==> src/rtl/rom_sched_pkg.sv <==
// ---------------------------------------------------------------------------
// rom_sched_pkg
//   Shared types and constants for the ROM fetch scheduler.
//   - mode_t           : scheduler state, encoded so it doubles as cur_mode
//   - *_DEF constants  : default ROM region layout (routine / OS / programs)
//   - offw(), idxw()   : width helpers for region offsets and indices
// ---------------------------------------------------------------------------
package rom_sched_pkg;

    typedef enum logic [1:0] {
        S_IDLE = 2'd0,
        S_CTX  = 2'd1,
        S_OS   = 2'd2,
        S_PROG = 2'd3
    } mode_t;

    localparam int REGION_SIZE_DEF  = 200;
    localparam int ROUTINE_BASE_DEF = 0;
    localparam int OS_BASE_DEF      = 200;
    localparam int PROG_BASE_DEF    = 400;

    // Width of an offset inside one region.
    function automatic int offw(input int region_size);
        return (region_size > 1) ? $clog2(region_size) : 1;
    endfunction

    // Width of an index over n items, never narrower than one bit.
    function automatic int idxw(input int n);
        return (n > 1) ? $clog2(n) : 1;
    endfunction

endpackage

==> src/rtl/rom_fetch_scheduler_rr_picker.sv <==
// ---------------------------------------------------------------------------
// rr_picker
//   Combinational round-robin selector. Starting just after 'last' and
//   wrapping around (with 'last' itself considered last), returns the first
//   index whose mask bit is clear.
//
// Ports
//   mask   in  [NUM]  1 = entry unavailable (halted)
//   last   in  [IW]   most recently selected index
//   index  out [IW]   selected index (valid when found=1)
//   found  out        at least one entry was available
// ---------------------------------------------------------------------------
module rr_picker #(
    parameter int NUM = 2,
    parameter int IW  = 1
) (
    input  logic [NUM-1:0] mask,
    input  logic [IW-1:0]  last,
    output logic [IW-1:0]  index,
    output logic           found
);

    // Two ascending passes: first the entries above 'last', then the wrap
    // region 0..last. The first free entry seen is the round-robin winner.
    always_comb begin
        // NOTE: every output gets a default before any conditional logic, so
        // no path leaves it unassigned and no latch is inferred.
        index = last;
        found = 1'b0;
        for (int j = 0; j < NUM; j++) begin
            if (!found && !mask[j] && (j > int'(last))) begin
                index = IW'(j);
                found = 1'b1;
            end
        end
        for (int j = 0; j < NUM; j++) begin
            if (!found && !mask[j] && (j <= int'(last))) begin
                index = IW'(j);
                found = 1'b1;
            end
        end
    end

endmodule

==> src/rtl/rom_fetch_scheduler.sv <==
// ---------------------------------------------------------------------------
// rom_fetch_scheduler
//   Fetch sequencer and time-slice scheduler in front of a synchronous
//   instruction ROM with one cycle of read latency. The ROM is divided into
//   a context-switch routine region, an OS region and one region per user
//   program. User programs are preempted round-robin after QUANTUM enabled
//   fetch cycles, and each keeps a saved PC across preemptions.
//
// Optional build macro
//   SCHED_STATS_EN : adds issued_count, one saturating 32-bit counter per
//                    program counting valid instructions issued to it.
//
// Ports
//   clk            in   clock
//   rst_n          in   asynchronous active-low reset
//   enable         in   fetch advance (0 = stall)
//   branch_valid   in   redirect within the current program region
//   branch_target  in   redirect offset
//   halt           in   current user program finished
//   yield          in   OS requests a dispatch (used only in S_OS)
//   ctx_done       in   switch routine finished (used only in S_CTX)
//   rom_addr       out  ROM word address = region base + pc
//   instr_valid    out  ROM q this cycle is a valid instruction
//   cur_mode       out  0 idle / 1 ctx / 2 os / 3 prog
//   cur_prog       out  running (or most recently run) program id
//   ctx_switch     out  one-cycle pulse on preemption or halt
//   all_done       out  every program has halted
//   issued_count   out  per-program issue counters (SCHED_STATS_EN only)
// ---------------------------------------------------------------------------
module rom_fetch_scheduler
    import rom_sched_pkg::*;
#(
    parameter int ADDR_WIDTH   = 32,
    parameter int REGION_SIZE  = REGION_SIZE_DEF,
    parameter int ROUTINE_BASE = ROUTINE_BASE_DEF,
    parameter int OS_BASE      = OS_BASE_DEF,
    parameter int PROG_BASE    = PROG_BASE_DEF,
    parameter int NUM_PROGS    = 2,
    parameter int QUANTUM      = 16
) (
    input  logic                             clk,
    input  logic                             rst_n,
    input  logic                             enable,
    input  logic                             branch_valid,
    input  logic [offw(REGION_SIZE)-1:0]     branch_target,
    input  logic                             halt,
    input  logic                             yield,
    input  logic                             ctx_done,
    output logic [ADDR_WIDTH-1:0]            rom_addr,
    output logic                             instr_valid,
    output logic [1:0]                       cur_mode,
    output logic [idxw(NUM_PROGS)-1:0]       cur_prog,
    output logic                             ctx_switch,
    output logic                             all_done
`ifdef SCHED_STATS_EN
    ,
    output logic [NUM_PROGS*32-1:0]          issued_count
`endif
);

    localparam int OFFW = offw(REGION_SIZE);
    localparam int PW   = idxw(NUM_PROGS);
    localparam int QW   = idxw(QUANTUM);

    localparam logic [OFFW-1:0] PC_LAST = OFFW'(REGION_SIZE - 1);
    localparam logic [QW-1:0]   Q_LAST  = QW'(QUANTUM - 1);

    // -----------------------------------------------------------------------
    // State
    // -----------------------------------------------------------------------
    mode_t                state;
    logic [OFFW-1:0]      pc;
    logic [OFFW-1:0]      saved_pc [NUM_PROGS];
    logic [NUM_PROGS-1:0] halted;
    logic [QW-1:0]        qcnt;

    // -----------------------------------------------------------------------
    // Next-program selection
    // -----------------------------------------------------------------------
    logic [PW-1:0] pick_idx;
    logic          pick_found;

    rr_picker #(
        .NUM (NUM_PROGS),
        .IW  (PW)
    ) u_rr_picker (
        .mask  (halted),
        .last  (cur_prog),
        .index (pick_idx),
        .found (pick_found)
    );

    // -----------------------------------------------------------------------
    // Next-pc candidates
    // -----------------------------------------------------------------------
    logic [OFFW-1:0] pc_adv;     // sequential advance, honouring stall
    logic [OFFW-1:0] prog_pc;    // program pc after optional redirect
    logic            slice_end;  // program leaves S_PROG this cycle

    always_comb begin
        pc_adv    = pc;
        prog_pc   = pc;
        slice_end = 1'b0;
        if (enable) begin
            pc_adv = (pc == PC_LAST) ? '0 : pc + OFFW'(1);
        end
        // A redirect overrides the sequential advance. When it coincides with
        // preemption, this is also the PC the program resumes at.
        prog_pc   = branch_valid ? branch_target : pc_adv;
        slice_end = halt || (enable && (qcnt == Q_LAST));
    end

    // -----------------------------------------------------------------------
    // Scheduler FSM with registered outputs
    // -----------------------------------------------------------------------
    always_ff @(posedge clk or negedge rst_n) begin
        if (!rst_n) begin
            state       <= S_OS;
            pc          <= '0;
            halted      <= '0;
            qcnt        <= '0;
            cur_prog    <= '0;
            instr_valid <= 1'b0;
            ctx_switch  <= 1'b0;
            all_done    <= 1'b0;
            // NOTE: the saved-PC table is a handful of flops, not a RAM, and a
            // reset must make every program restart at offset 0, so it is
            // cleared here along with the rest of the state.
            for (int i = 0; i < NUM_PROGS; i++) begin
                saved_pc[i] <= '0;
            end
        end else begin
            // NOTE: state is updated with non-blocking assignments only, so
            // every branch below sees the pre-edge values of all registers.
            instr_valid <= 1'b0;
            ctx_switch  <= 1'b0;

            case (state)
                S_OS: begin
                    if (yield) begin
                        if (pick_found) begin
                            state    <= S_PROG;
                            cur_prog <= pick_idx;
                            pc       <= saved_pc[pick_idx];
                            qcnt     <= '0;
                        end else begin
                            state    <= S_IDLE;
                            pc       <= '0;
                            all_done <= 1'b1;
                        end
                    end else begin
                        pc          <= pc_adv;
                        instr_valid <= enable;
                    end
                end

                S_PROG: begin
                    if (slice_end) begin
                        // Halt and quantum expiry share one path; halt just
                        // additionally retires the program.
                        saved_pc[cur_prog] <= prog_pc;
                        if (halt) begin
                            halted[cur_prog] <= 1'b1;
                        end
                        state      <= S_CTX;
                        pc         <= '0;
                        qcnt       <= '0;
                        ctx_switch <= 1'b1;
                    end else begin
                        pc          <= prog_pc;
                        instr_valid <= enable && !branch_valid;
                        if (enable) begin
                            qcnt <= qcnt + QW'(1);
                        end
                    end
                end

                S_CTX: begin
                    if (ctx_done) begin
                        state <= S_OS;
                        pc    <= '0;
                    end else begin
                        pc          <= pc_adv;
                        instr_valid <= enable;
                    end
                end

                default: begin
                    // S_IDLE is terminal until reset; park at the OS base.
                    pc <= '0;
                end
            endcase
        end
    end

    // -----------------------------------------------------------------------
    // ROM address: region base of the current state plus the pc
    // -----------------------------------------------------------------------
    logic [ADDR_WIDTH-1:0] region_base;

    always_comb begin
        case (state)
            S_CTX:   region_base = ADDR_WIDTH'(ROUTINE_BASE);
            S_PROG:  region_base = ADDR_WIDTH'(PROG_BASE)
                                 + ADDR_WIDTH'(cur_prog) * ADDR_WIDTH'(REGION_SIZE);
            default: region_base = ADDR_WIDTH'(OS_BASE);
        endcase
        rom_addr = region_base + ADDR_WIDTH'(pc);
    end

    assign cur_mode = state;

`ifdef SCHED_STATS_EN
    // -----------------------------------------------------------------------
    // Per-program issue statistics. A valid word seen while in S_PROG always
    // belongs to cur_prog: any program change squashes the in-flight word.
    // -----------------------------------------------------------------------
    logic [31:0] issued [NUM_PROGS];

    always_ff @(posedge clk or negedge rst_n) begin
        if (!rst_n) begin
            for (int i = 0; i < NUM_PROGS; i++) begin
                issued[i] <= '0;
            end
        end else if (instr_valid && (state == S_PROG) && (issued[cur_prog] != '1)) begin
            issued[cur_prog] <= issued[cur_prog] + 32'd1;
        end
    end

    always_comb begin
        issued_count = '0;
        for (int i = 0; i < NUM_PROGS; i++) begin
            issued_count[i*32 +: 32] = issued[i];
        end
    end
`endif

endmodule

==> config.mk <==
export PLATFORM = sky130hd
export DESIGN_NAME = rom_fetch_scheduler
export DESIGN_NICKNAME = d
export VERILOG_FILES = /design/src/rtl/rom_sched_pkg.sv /design/src/rtl/rom_fetch_scheduler_rr_picker.sv /design/src/rtl/rom_fetch_scheduler.sv
export SDC_FILE = /design/constraint.sdc
export NUM_CORES = 1
export LEC_CHECK = 0
export ABC_AREA = 1
export CORE_MARGIN = 1
export CORE_UTILIZATION = 40
export CTS_BUF_LIST = sky130_fd_sc_hd__clkbuf_16
export CTS_CLUSTER_DIAMETER = 60
export CTS_CLUSTER_SIZE = 20
export DETAILED_ROUTE_END_ITERATION = 8
export GPL_TIMING_DRIVEN = 0
export MAX_ROUTING_LAYER = met4
export PLACE_DENSITY_LB_ADDON = 0.1
export SETUP_SLACK_MARGIN = 0.2
export SLEW_MARGIN = 25
export SYNTH_ARGS = -nofsm -noshare
export SYNTH_HDL_FRONTEND = slang
export SYNTH_SLANG_ARGS = --single-unit
export TNS_END_PERCENT = 1
==> constraint.sdc <==
create_clock -name clk -period 3.94 [get_ports clk]
set_input_delay 0.788 -clock clk [delete_from_list [all_inputs] [get_ports clk]]
set_output_delay 0.788 -clock clk [all_outputs]
set_load 0.03 [all_outputs]
Yosys cells after proc, flatten, opt, wreduce, memory -nomap -nowiden
Cells that the tools add are included.

operators by class
  $add $sub $neg = 4
  multiply operators = 1
  magnitude comparators = 7
  equality and inequality tests = 10
  muxes and demuxes = 39
  bitwise logic cells = 4
  reductions and logical operators = 22

operators by type and width
  operator              number
  $mux 8                11
  $add 32x8->32         1
  $pmux 8 s3            1
  $pmux 10 s2           1
  $bwmux 16             1
  $mux 4                4
  $mux 1                12
  $add 9x9->10 const A  1
  $reduce_and 3->1      3
  $add 8x1->8 const B   1
  $demux 8 s1           1
  $eq 8x8->1 const B    1
  $logic_and 1x1->1     8
  $mux 2                4
  $ne 2x2->1 const B    4
  $pmux 4 s2            1
  $reduce_and 4->1      2
  $mul 1x5->6 const B   1
  $pmux 2 s3            1
  $logic_not 1->1       5
  $add 4x1->4 const B   1
  $eq 2x2->1 const B    2
  $eq 4x4->1 const B    1
  $ge 2x2->1 const B    2
  16 further kinds      17

storage, ports and cells
  flip-flop bits (word level) = 36
  input bits = 15
  output and inout bits = 38
  word-level logic and storage cells = 97

Depth between registers and ports, before layout
Gate-level depths: netlist of the first run.

  depth in word-level cells = 17
  gate-level depth with buffers = 11
  depth with buffers taken out = 10

By module
A second synthesis of the first run with hierarchy kept.

unflattened totals
  cells, all modules = 323
  area, all modules = 2,386.0 µm²

modules (own cells, without submodules)
  module               instances  cells an instance  area each (µm²)  seq. area each (µm²)
  rom_fetch_scheduler  1          317                2,362.3          902.1
  rr_picker            1          6                  23.8             0.0

Least setup slack after synthesis of the first run
OpenSTA, ideal clock, no wires.

  kind = register to output
  start = reg state[1], in the netlist cur_mode[1]
  end = out rom_addr[7]
  arrival = 2,216 ps
  data required time = 3,152 ps
  setup slack = 936 ps
  stages on the path, launching flop included = 9
  path buffers = 0
  cell sequence = dfstp_2 -> nor2_2 -> nor2_1 -> ha_1 -> inv_1 -> fa_1 -> nor2_1 -> nor2_1 -> xnor2_1

on the way
  longest elaborated chain between the ends = 3
  elaborated cells on any way between the ends = 4
  those cells by class = 1 x add/sub; 2 x eq/ne; 1 x mux

RTL lines
  item                                      RTL line                    RTL
  from (decl)                               rom_fetch_scheduler.sv:71   mode_t state;
  from (signal assigned)                    rom_fetch_scheduler.sv:118  state <= S_OS;
  from (signal assigned)                    rom_fetch_scheduler.sv:142  state <= S_PROG;
  from (signal assigned)                    rom_fetch_scheduler.sv:147  state <= S_IDLE;
  $eq 2x2->1 or $eq 2x1->1 (tied branches)  rom_fetch_scheduler.sv:202  case (state)
  $pmux 10 s2 (*)                           rom_fetch_scheduler.sv:202
  $add 32x8->32 (*)                         rom_fetch_scheduler.sv:208  rom_addr = region_base + ADDR_WIDTH'(pc);
  to (decl)                                 rom_fetch_scheduler.sv:49   output logic [ADDR_WIDTH-1:0] rom_addr,

Every way passes the cells marked *; elsewhere a longest branch is shown, timed or not.

Worst setup path after layout of the first run
Ends and elaborated chain as after synthesis.

==> metrics.txt, run 1 <==
htree depth=2; R2R Setup Slk=2.32 ns; post-synthesis mux area share=0%; total CTS buffers=5; top cell type by total area after synthesis=dfrtp_1; Post-Synth Simple-Gate Area=31.5%; Clock Tree Root=clkbuf_16; compound-gate portion of the synthesized area=8.61%; routability cong.=0.806; Post-synth EDFFs=0; prevailing post-synth register cell=dfrtp_1; Post-DP HPWL=4220 µm; CTS tree=yes; multi-input logic area=1210 µm²; I/O pin count=53; Skew-Pair Late Insertion Delay=0.28 ns; Synth cell types=35; row cnt=27; async set-reset flop share out of synthesis=100%; largest family of logic cells by synthesized area=simple AND/OR/NAND/NOR gates; fill cell count=563; CORE AREA=5640 µm²; Clk pin slew, worst setup/hold paths=0.05 ns; vias in the first global route=1,975; die height=79.4 µm; Routed WL=5330 µm; Post-Synth Adder-Cell Area=3.96%; Syn Area/Cell=7.43 µm²; min Tclk post-route=3.58 ns; antenna cells=0; sequential area share after synthesis=37.6%; Critical Path Start=cur_mode[1]$_DFFE_PN1P_; crit start category=register; DRC Markers=0; GRT overflow=0; final setup fails=0; Die ar.=6310 µm²; worst path required time=3.15 ns; final cycle utilization of the critical path=91.0%; Max-Cap Viols=0; initial antenna violation count=0; nets=403; status=completed; IO buf count=29; Critical Path AT=2.80 ns; leakage power=1.55 nW; Mapped Area=2400 µm²; Routed Antenna Nets=0; Max FO, Critical Path=6; Post-Layout Cell Count=454; synth top area cells=dfrtp_1, nand2_1, buf_4; DRT iter0 DRCs=119; first-pass GRT wire length=8900 µm; clock buffer depth=2; largest net degree at the start of global routing=25; Syn Inst Count=323; TNS Setup=0 ns; Final Hold Vio Count=0; synthesis-to-finish area growth=25.7%; Ys Warns=0; RSZ-0062 raised after global routing=yes; reg-to-reg startpoint=qcnt[0]$_DFFE_PN0P_; Routed WL per cell=11.7 µm; Max Freq=279 MHz; DRT Pass-1 Iters=4; fraction of layout cells with a size suffix above 1=17.3%; CP Class=reg2out; Synth top cells by count=nand2_1, dfrtp_1, inv_1, buf_4, nand3_1; vias=2,087; share of the synthesized area in the top cell type=36.5%; maximum resistive drop on vdd=0.357 mV; Synth Area in XOR/XNOR=2.92%; register bit total from synthesis=36; Vias per Instance=4.60; Starting Density=42.5%; PD cells=636 nW/µm²; Final Skew=0.00249 ns; crit end category=output pin; fin. max-slew vios=0; Total GRT Usage=19.1%; Post-CTS Hold Fix Bufs=0; Placed Cells=446; count leader, synth=nand2_1; Hold WC Path Type=in2async; clock sink count=36; Die Wd=79.4 µm; Reg area=902 µm²
==> final timing paths <==
path / to / cells past startpoint
min in group clk: saved_pc[9]$_DFFE_PN0P_ / 2
worst min-delay path: saved_pc[9]$_DFFE_PN0P_ / 1
worst max-delay path: rom_addr[7] / 9
max in group asynchronous: cur_mode[1]$_DFFE_PN1P_ / 2
worst min register to register: saved_pc[9]$_DFFE_PN0P_ / 2
worst max register to register: saved_pc[14]$_DFFE_PN0P_ / 8
==> logic make-up (layout without fill, tap and decap cells) <==
kind of cell / Yosys count / after routing
xor gates and xnor gates: 8 / 8
and+or+nand+nor: 171 / 171
AOI/OAI and AO/OA: 34 / 34
DFF: 36 / 36
other: 1 / 22
buffers and inverters: 66 / 104
adders and majority gates: 7 / 7
==> timing repair <==
action,CTS,global route
hold endpoints to repair,0,0
endpoints found under the setup margin,0,2
buffers inserted,0,0
gates resized for setup,0,1
==> worst max-delay path, cell delays in order (launching register included) <==
cell and delay [ns]:
dfstp_2 0.61, nor2_2 0.08, nor2_1 0.15, ha_1 0.19
inv_1 0.05, fa_1 0.40, nor2_1 0.17, nor2_1 0.07
xnor2_1 0.13, clkdlybuf4s50_1 0.68
==> final cells by class <==
| cell class | count | share of cell area [%] |
|---|---|---|
| Clock buffer | 5 | 4.15 |
| Sequential cell | 36 | 29.9 |
| Timing Repair Buffer | 30 | 10.2 |
| Multi-Input combinational cell | 242 | 40.1 |
| Inverter | 35 | 4.36 |
| Tap cell | 72 | 2.99 |
| Buffer | 31 | 7.76 |
| Clock inverter | 3 | 0.457 |
==> sequential cells by signal, indices dropped and copies added (netlist names) <==
name / flops
saved_pc: 16
pc: 8
qcnt: 4
cur_mode: 2
halted: 2
all_done: 1
ctx_switch: 1
cur_prog: 1
instr_valid: 1
==> through the flow <==
stage / setup slack (ns) / power, mW / util [%] / area, µm² / hold WS, ns
detailed placement: 0.607 / 1.55 / 50.9 / 2870 / 0.467
global route: 0.154 / 2.07 / 53.4 / 3010 / 0.418
floorplan: 0.936 / 1.26 / - / 2480 / 0.442
finish: 0.355 / 1.92 / 53.4 / 3010 / 0.398
global placement: 0.637 / 1.53 / 50.7 / 2860 / 0.457
CTS: 0.311 / 1.93 / 53.4 / 3010 / 0.405
==> layer usage <==
metal	routed length [µm]	vias up	part of all wire, %	global-route usage (%)
met5	0	-	0	-
met1	2500	932	47	23.9
met2	2500	56	47	30.3
li1	-	1090	-	-
met3	256	9	4.8	4.00
met4	70	0	1.3	7.27
==> layout by cell type (no fill, tap or decap), types with 2 or more instances in the layout <==
cell and n:
o21ai_2 3, inv_2 7, buf_6 2, nor2_4 3, o211ai_1 5, buf_2 2
o21ai_0 8, or2_2 5, nand3_1 26, conb_1 22, xor2_1 5, o21ai_1 3
xnor2_1 3, o21bai_1 3, clkdlybuf4s50_1 27, a21oi_1 10, nand2_2 3, clkbuf_16 5
ha_1 6, inv_1 28, buf_4 27, nand2_1 102, nand4_1 3, nor2_2 3
nor2_1 20, clkinv_2 2, dfrtp_1 35
==> where the power goes <==
| part | leakage [nW] | total, mW | internal, mW | switching, mW |
|---|---|---|---|---|
| clock network | 0.0710 | 0.371 | 0.229 | 0.142 |
| registers | 0.457 | 0.615 | 0.508 | 0.107 |
| logic | 1.02 | 0.930 | 0.363 | 0.567 |
| total | 1.55 | 1.92 | 1.10 | 0.816 |
No activity file was read; power rests on OpenSTA's default activity.
==> run 2, diff against run 1 <==
- CORE_MARGIN: 1 -> 2
- CORE_UTILIZATION: 40 -> 32
==> run 2 against run 1 <==
Die area up 30%. Sequential cell count unchanged. Cell area up 1.0%. Sequential power down 0.8%. Sequential share of layout area down 0.31 points. Hold slack worse by 0.021 ns. Worst setup slack better by 0.0081 ns.
==> metrics.txt, run 2 (synthesis gave the netlist of run 1 again) <==
crit start category=register; Vias per Instance=4.25; TNS Setup=0 ns; Routed WL=5530 µm; I/O pin count=53; Critical Path AT=2.79 ns; final core occ=42.0%; Die ar.=8200 µm²; Max Freq=280 MHz; Routed WL per cell=11.5 µm; leakage power=1.55 nW; PD cells=629 nW/µm²; Skew-Pair Late Insertion Delay=0.28 ns; Post-CTS Hold Fix Bufs=0; Hold WC Path Type=in2async; switching part of the total=42.6%; maximum resistive drop on vdd=0.186 mV; Reg with most FFs=saved_pc; crit end category=output pin; Starting Density=33.1%; Net Sw Power=0.816 mW; CP Class=reg2out; Comb pwr share=48.8%; fin. max-slew vios=0; final cycle utilization of the critical path=90.8%; min Tclk post-route=3.58 ns; routability cong.=0.809; synthesis-to-finish area growth=27.0%; htree depth=2; total CTS buffers=5; Max-Cap Viols=0; multi-input logic area=1210 µm²; RSZ-0062 raised after global routing=yes; overall power=1.91 mW; Reg area=902 µm²; clock buffer depth=2; Total GRT Usage=14.4%; DRT iter0 DRCs=115; hold slack=0.376 ns; Int Power=1.10 mW; Clock Tree Root=clkbuf_16; Die Wd=90.6 µm; most frequent cells in the layout=nand2_1, dfrtp_1, inv_1; vias=2,046; Final Hold Vio Count=0; first-pass GRT wire length=9200 µm; clock sink count=36; R2R cell count=8; Clk pin slew, worst setup/hold paths=0.05 ns; CTS tree=yes; row cnt=31; fraction of layout cells with a size suffix above 1=16.8%; IO buf count=29; Post-Layout Cell Count=481; DRC Markers=0; Max FO, Critical Path=6; CORE AREA=7250 µm²; Clk pwr share=19.3%; GRT overflow=0; R2R Setup Slk=2.33 ns; Final Skew=0.00653 ns; Post-DP HPWL=4400 µm; fill cell count=780; FF-to-FF End=saved_pc[11]$_DFFE_PN0P_; Seq pwr share=31.9%; initial antenna violation count=0; most common cell after layout, fill and taps aside=nand2_1; die height=90.6 µm; Placed Cells=473; DRT Pass-1 Iters=4; vias in the first global route=1,881; Routed Antenna Nets=0; final setup fails=0; reg-to-reg startpoint=qcnt[0]$_DFFE_PN0P_; nets=403; antenna cells=0; status=completed; Largest regs=saved_pc: 16 flops, pc: 8 flops, qcnt: 4 flops; worst path required time=3.15 ns; max reg flops=16; largest net degree at the start of global routing=28
## run 2: final cells by class
class	instances	share of cell area [%]
Buffer	31	7.68
Clock buffer	5	4.11
Clock inverter	3	0.370
Inverter	35	4.31
Multi-Input combinational cell	242	39.7
Sequential cell	36	29.6
Tap cell	99	4.07
Timing Repair Buffer	30	10.1
## run 2: how the worst max path moves through the flow
stage                                        from     endpoint  depth (start not counted)
final                     cur_mode[1]$_DFFE_PN1P_  rom_addr[7]                          9
after global routing      cur_mode[1]$_DFFE_PN1P_  rom_addr[7]                          9
after CTS                 cur_mode[1]$_DFFE_PN1P_  rom_addr[9]                          9
after detailed placement  cur_mode[1]$_DFFE_PN1P_  rom_addr[9]                          9
after global placement    cur_mode[1]$_DFFE_PN1P_  rom_addr[9]                          9
after floorplan           cur_mode[1]$_DFFE_PN1P_  rom_addr[7]                          8
## run 2: worst max-delay path: stages (launching register included)
cell and delay (ns):
dfstp_2 0.60, nor2_2 0.08, nor2_1 0.17, ha_1 0.19, inv_1 0.05, fa_1 0.39
nor2_1 0.14, nor2_1 0.06, xnor2_1 0.12, clkdlybuf4s50_1 0.68
## run 2: per-layer routing
metal | vias up | wire, µm | global-route usage, %
li1 | 1090 | - | -
met1 | 905 | 2720 | 19.4
met2 | 45 | 2530 | 22.8
met3 | 6 | 214 | 2.25
met4 | 0 | 61 | 3.46
met5 | - | 0 | -
## run 2: power groups by stage
stage	Clock [mW]	Sequential [mW]	Combinational [mW]
after floorplan	0	0.632	0.631
after global placement	0	0.616	0.933
after detailed placement	0	0.616	0.939
after CTS	0.379	0.610	0.942
after global routing	0.391	0.632	1.04
final	0.369	0.610	0.934
## run 2: timing repair
action | 4_1_cts | 5_1_grt
resized for setup | 0 | 1
endpoints found under the hold margin | 0 | 0
setup buffers | 0 | 0
setup endpoints to repair | 0 | 2
## run 2: stage by stage
step | setup WS [ns] | cell area (µm²)
floorplan | 0.936 | 2480
global placement | 0.613 | 2890
detailed placement | 0.582 | 2910
CTS | 0.279 | 3040
global route | 0.102 | 3050
finish | 0.364 | 3050
==> run 3, diff against run 2 <==
- CORE_UTILIZATION: 32 -> 30
==> run 3 against run 2 <==
Register-to-register slack is essentially flat. Clock power is 2% higher. Wire length is 3.0% higher. Via count up 1.2%. Sequential cell count unchanged. Non-clock buffer count unchanged. Worst setup slack worse by 0.012 ns. Global-route usage decreased by 0.22 points. Cell area is 0.45% higher. First-iteration DRC count is 11% lower. Count of clock-buffer cells in the layout did not move. Largest cell class unchanged.
==> metrics.txt, run 3 (synthesis gave the netlist of run 1 again) <==
die height=93.4 µm; Reg area=902 µm²; Routed WL=5690 µm; Post-DP HPWL=4540 µm; total CTS buffers=5; Post-CTS Setup Inserts=0; vias in the first global route=1,907; CP peak stage delay=0.68 ns; Critical Path Start=cur_mode[1]$_DFFE_PN1P_; Skew-Pair Late Insertion Delay=0.28 ns; CP Class=reg2out; min Tclk post-route=3.59 ns; final cycle utilization of the critical path=91.1%; fraction of layout cells with a size suffix above 1=17.3%; multi-input logic area=1210 µm²; Total GRT Usage=14.2%; Die ar.=8730 µm²; Reg with most FFs=saved_pc; Hold WC Path Type=in2async; Final Hold Vio Count=0; GRT overflow=0; Largest regs=saved_pc: 16 flops, pc: 8 flops, qcnt: 4 flops; htree depth=2; most common cell after layout, fill and taps aside=nand2_1; RSZ-0062 raised after global routing=no; clock buffer depth=2; vias=2,071; status=completed; Starting Density=31.0%; R2R cell count=8; largest net degree at the start of global routing=23; crit start category=register; first-pass GRT wire length=9450 µm; Routed Antenna Nets=0; Cell Chain, Critical Path=nor2_2 -> nor2_1 -> ha_1 -> inv_1 -> fa_1 -> nor2_1 -> nor2_1 -> xnor2_1 -> clkdlybuf4s50_1; Clk pin slew, worst setup/hold paths=0.06 ns; initial antenna violation count=0; fin. max-slew vios=0; Die Wd=93.4 µm; Max-Cap Viols=0; Routed WL per cell=11.8 µm; antenna cells=0; Max Freq=279 MHz; synthesis-to-finish area growth=27.5%; Clock Tree Root=clkbuf_16; CTS tree=yes; clock sink count=36; Critical-path top delay cell=clkdlybuf4s50_1; CP bufs+invs=2; worst path required time=3.15 ns; DRT Pass-1 Iters=4; maximum resistive drop on vdd=0.164 mV; final core occ=39.6%; CORE AREA=7730 µm²; routability cong.=0.831; reg-to-reg startpoint=qcnt[0]$_DFFE_PN0P_; Final Skew=0.00395 ns; Max FO, Critical Path=6; max reg flops=16; fill cell count=831; nets=403; CP delay by family, top=buffers and inverters; most used cell, CP=nor2_1; Crit path depth=9; PD cells=629 nW/µm²; IO buf count=29; Vias per Instance=4.28; TNS Setup=0 ns; DRT iter0 DRCs=102; leakage power=1.55 nW; final setup fails=0; DRC Markers=0; Critical Path AT=2.80 ns; most frequent cells in the layout=nand2_1, dfrtp_1, inv_1; crit end category=output pin; row cnt=32; I/O pin count=53
## run 3: cell count changes in the layout (fill, tap and decap cells not counted)
cell      before  now
buf_12         1    0
buf_16         0    1
clkinv_2       0    2
inv_1         30   28
## run 3: metrics by stage
step                      hold slack, ns  power, mW  std cells  worst slack (ns)  instance area [µm²]
final                              0.426       1.92        484             0.352                 3060
after detailed placement           0.465       1.56        476             0.608                 2920
after global routing               0.454       2.07        484             0.211                 3060
after global placement             0.461       1.55        475             0.608                 2900
after floorplan                    0.442       1.26        344             0.936                 2480
after CTS                          0.443       1.95        484             0.305                 3060
## run 3: what timing repair did
action / in CTS / in global routing
resized for setup: 0 / 1
hold buffers: 0 / 0
endpoints found under the setup margin: 0 / 1
## run 3: metal layers
metal | share of wire [%] | up-vias | global-route usage, %
met5 | 0 | - | -
met4 | 1.2 | 0 | 4.17
met3 | 5.2 | 6 | 2.98
met2 | 45 | 52 | 21.2
met1 | 49 | 920 | 19.5
li1 | - | 1093 | -
## run 3: worst reg2reg max path, cell delays in order, from the launching register on
cell	delay, ns
dfrtp_1	0.39
ha_1	0.18
nand2_1	0.09
o21ai_2	0.23
inv_2	0.10
nor2_4	0.24
inv_2	0.15
nand2_1	0.08
nand2_1	0.06
## run 3: area by class of cell
class / count / share of cell area [%]
multi-input cells: 242 / 39.6
flip-flops and latches: 36 / 29.5
repair buffers: 30 / 10.3
plain buffers: 31 / 7.65
inverters: 35 / 4.29
well taps: 102 / 4.17
clock buffers: 5 / 4.09
clock inverters: 3 / 0.450
## run 3: path summary, 6_finish.rpt
kind | endpoint | slack, ns
max in group asynchronous | qcnt[3]$_DFFE_PN0P_ | 3.07
worst max-delay path | rom_addr[7] | 0.35
worst max register to register | saved_pc[13]$_DFFE_PN0P_ | 2.32
worst min register to register | all_done$_DFFE_PN0P_ | 0.47
min in group clk | all_done$_DFFE_PN0P_ | 0.47
worst min-delay path | saved_pc[10]$_DFFE_PN0P_ | 0.43
## run 3: power by group
group / switching (mW) / internal (mW) / total, mW
Clock: 0.147 / 0.229 / 0.377
Sequential: 0.108 / 0.508 / 0.616
Combinational: 0.567 / 0.363 / 0.931
Total: 0.823 / 1.10 / 1.92
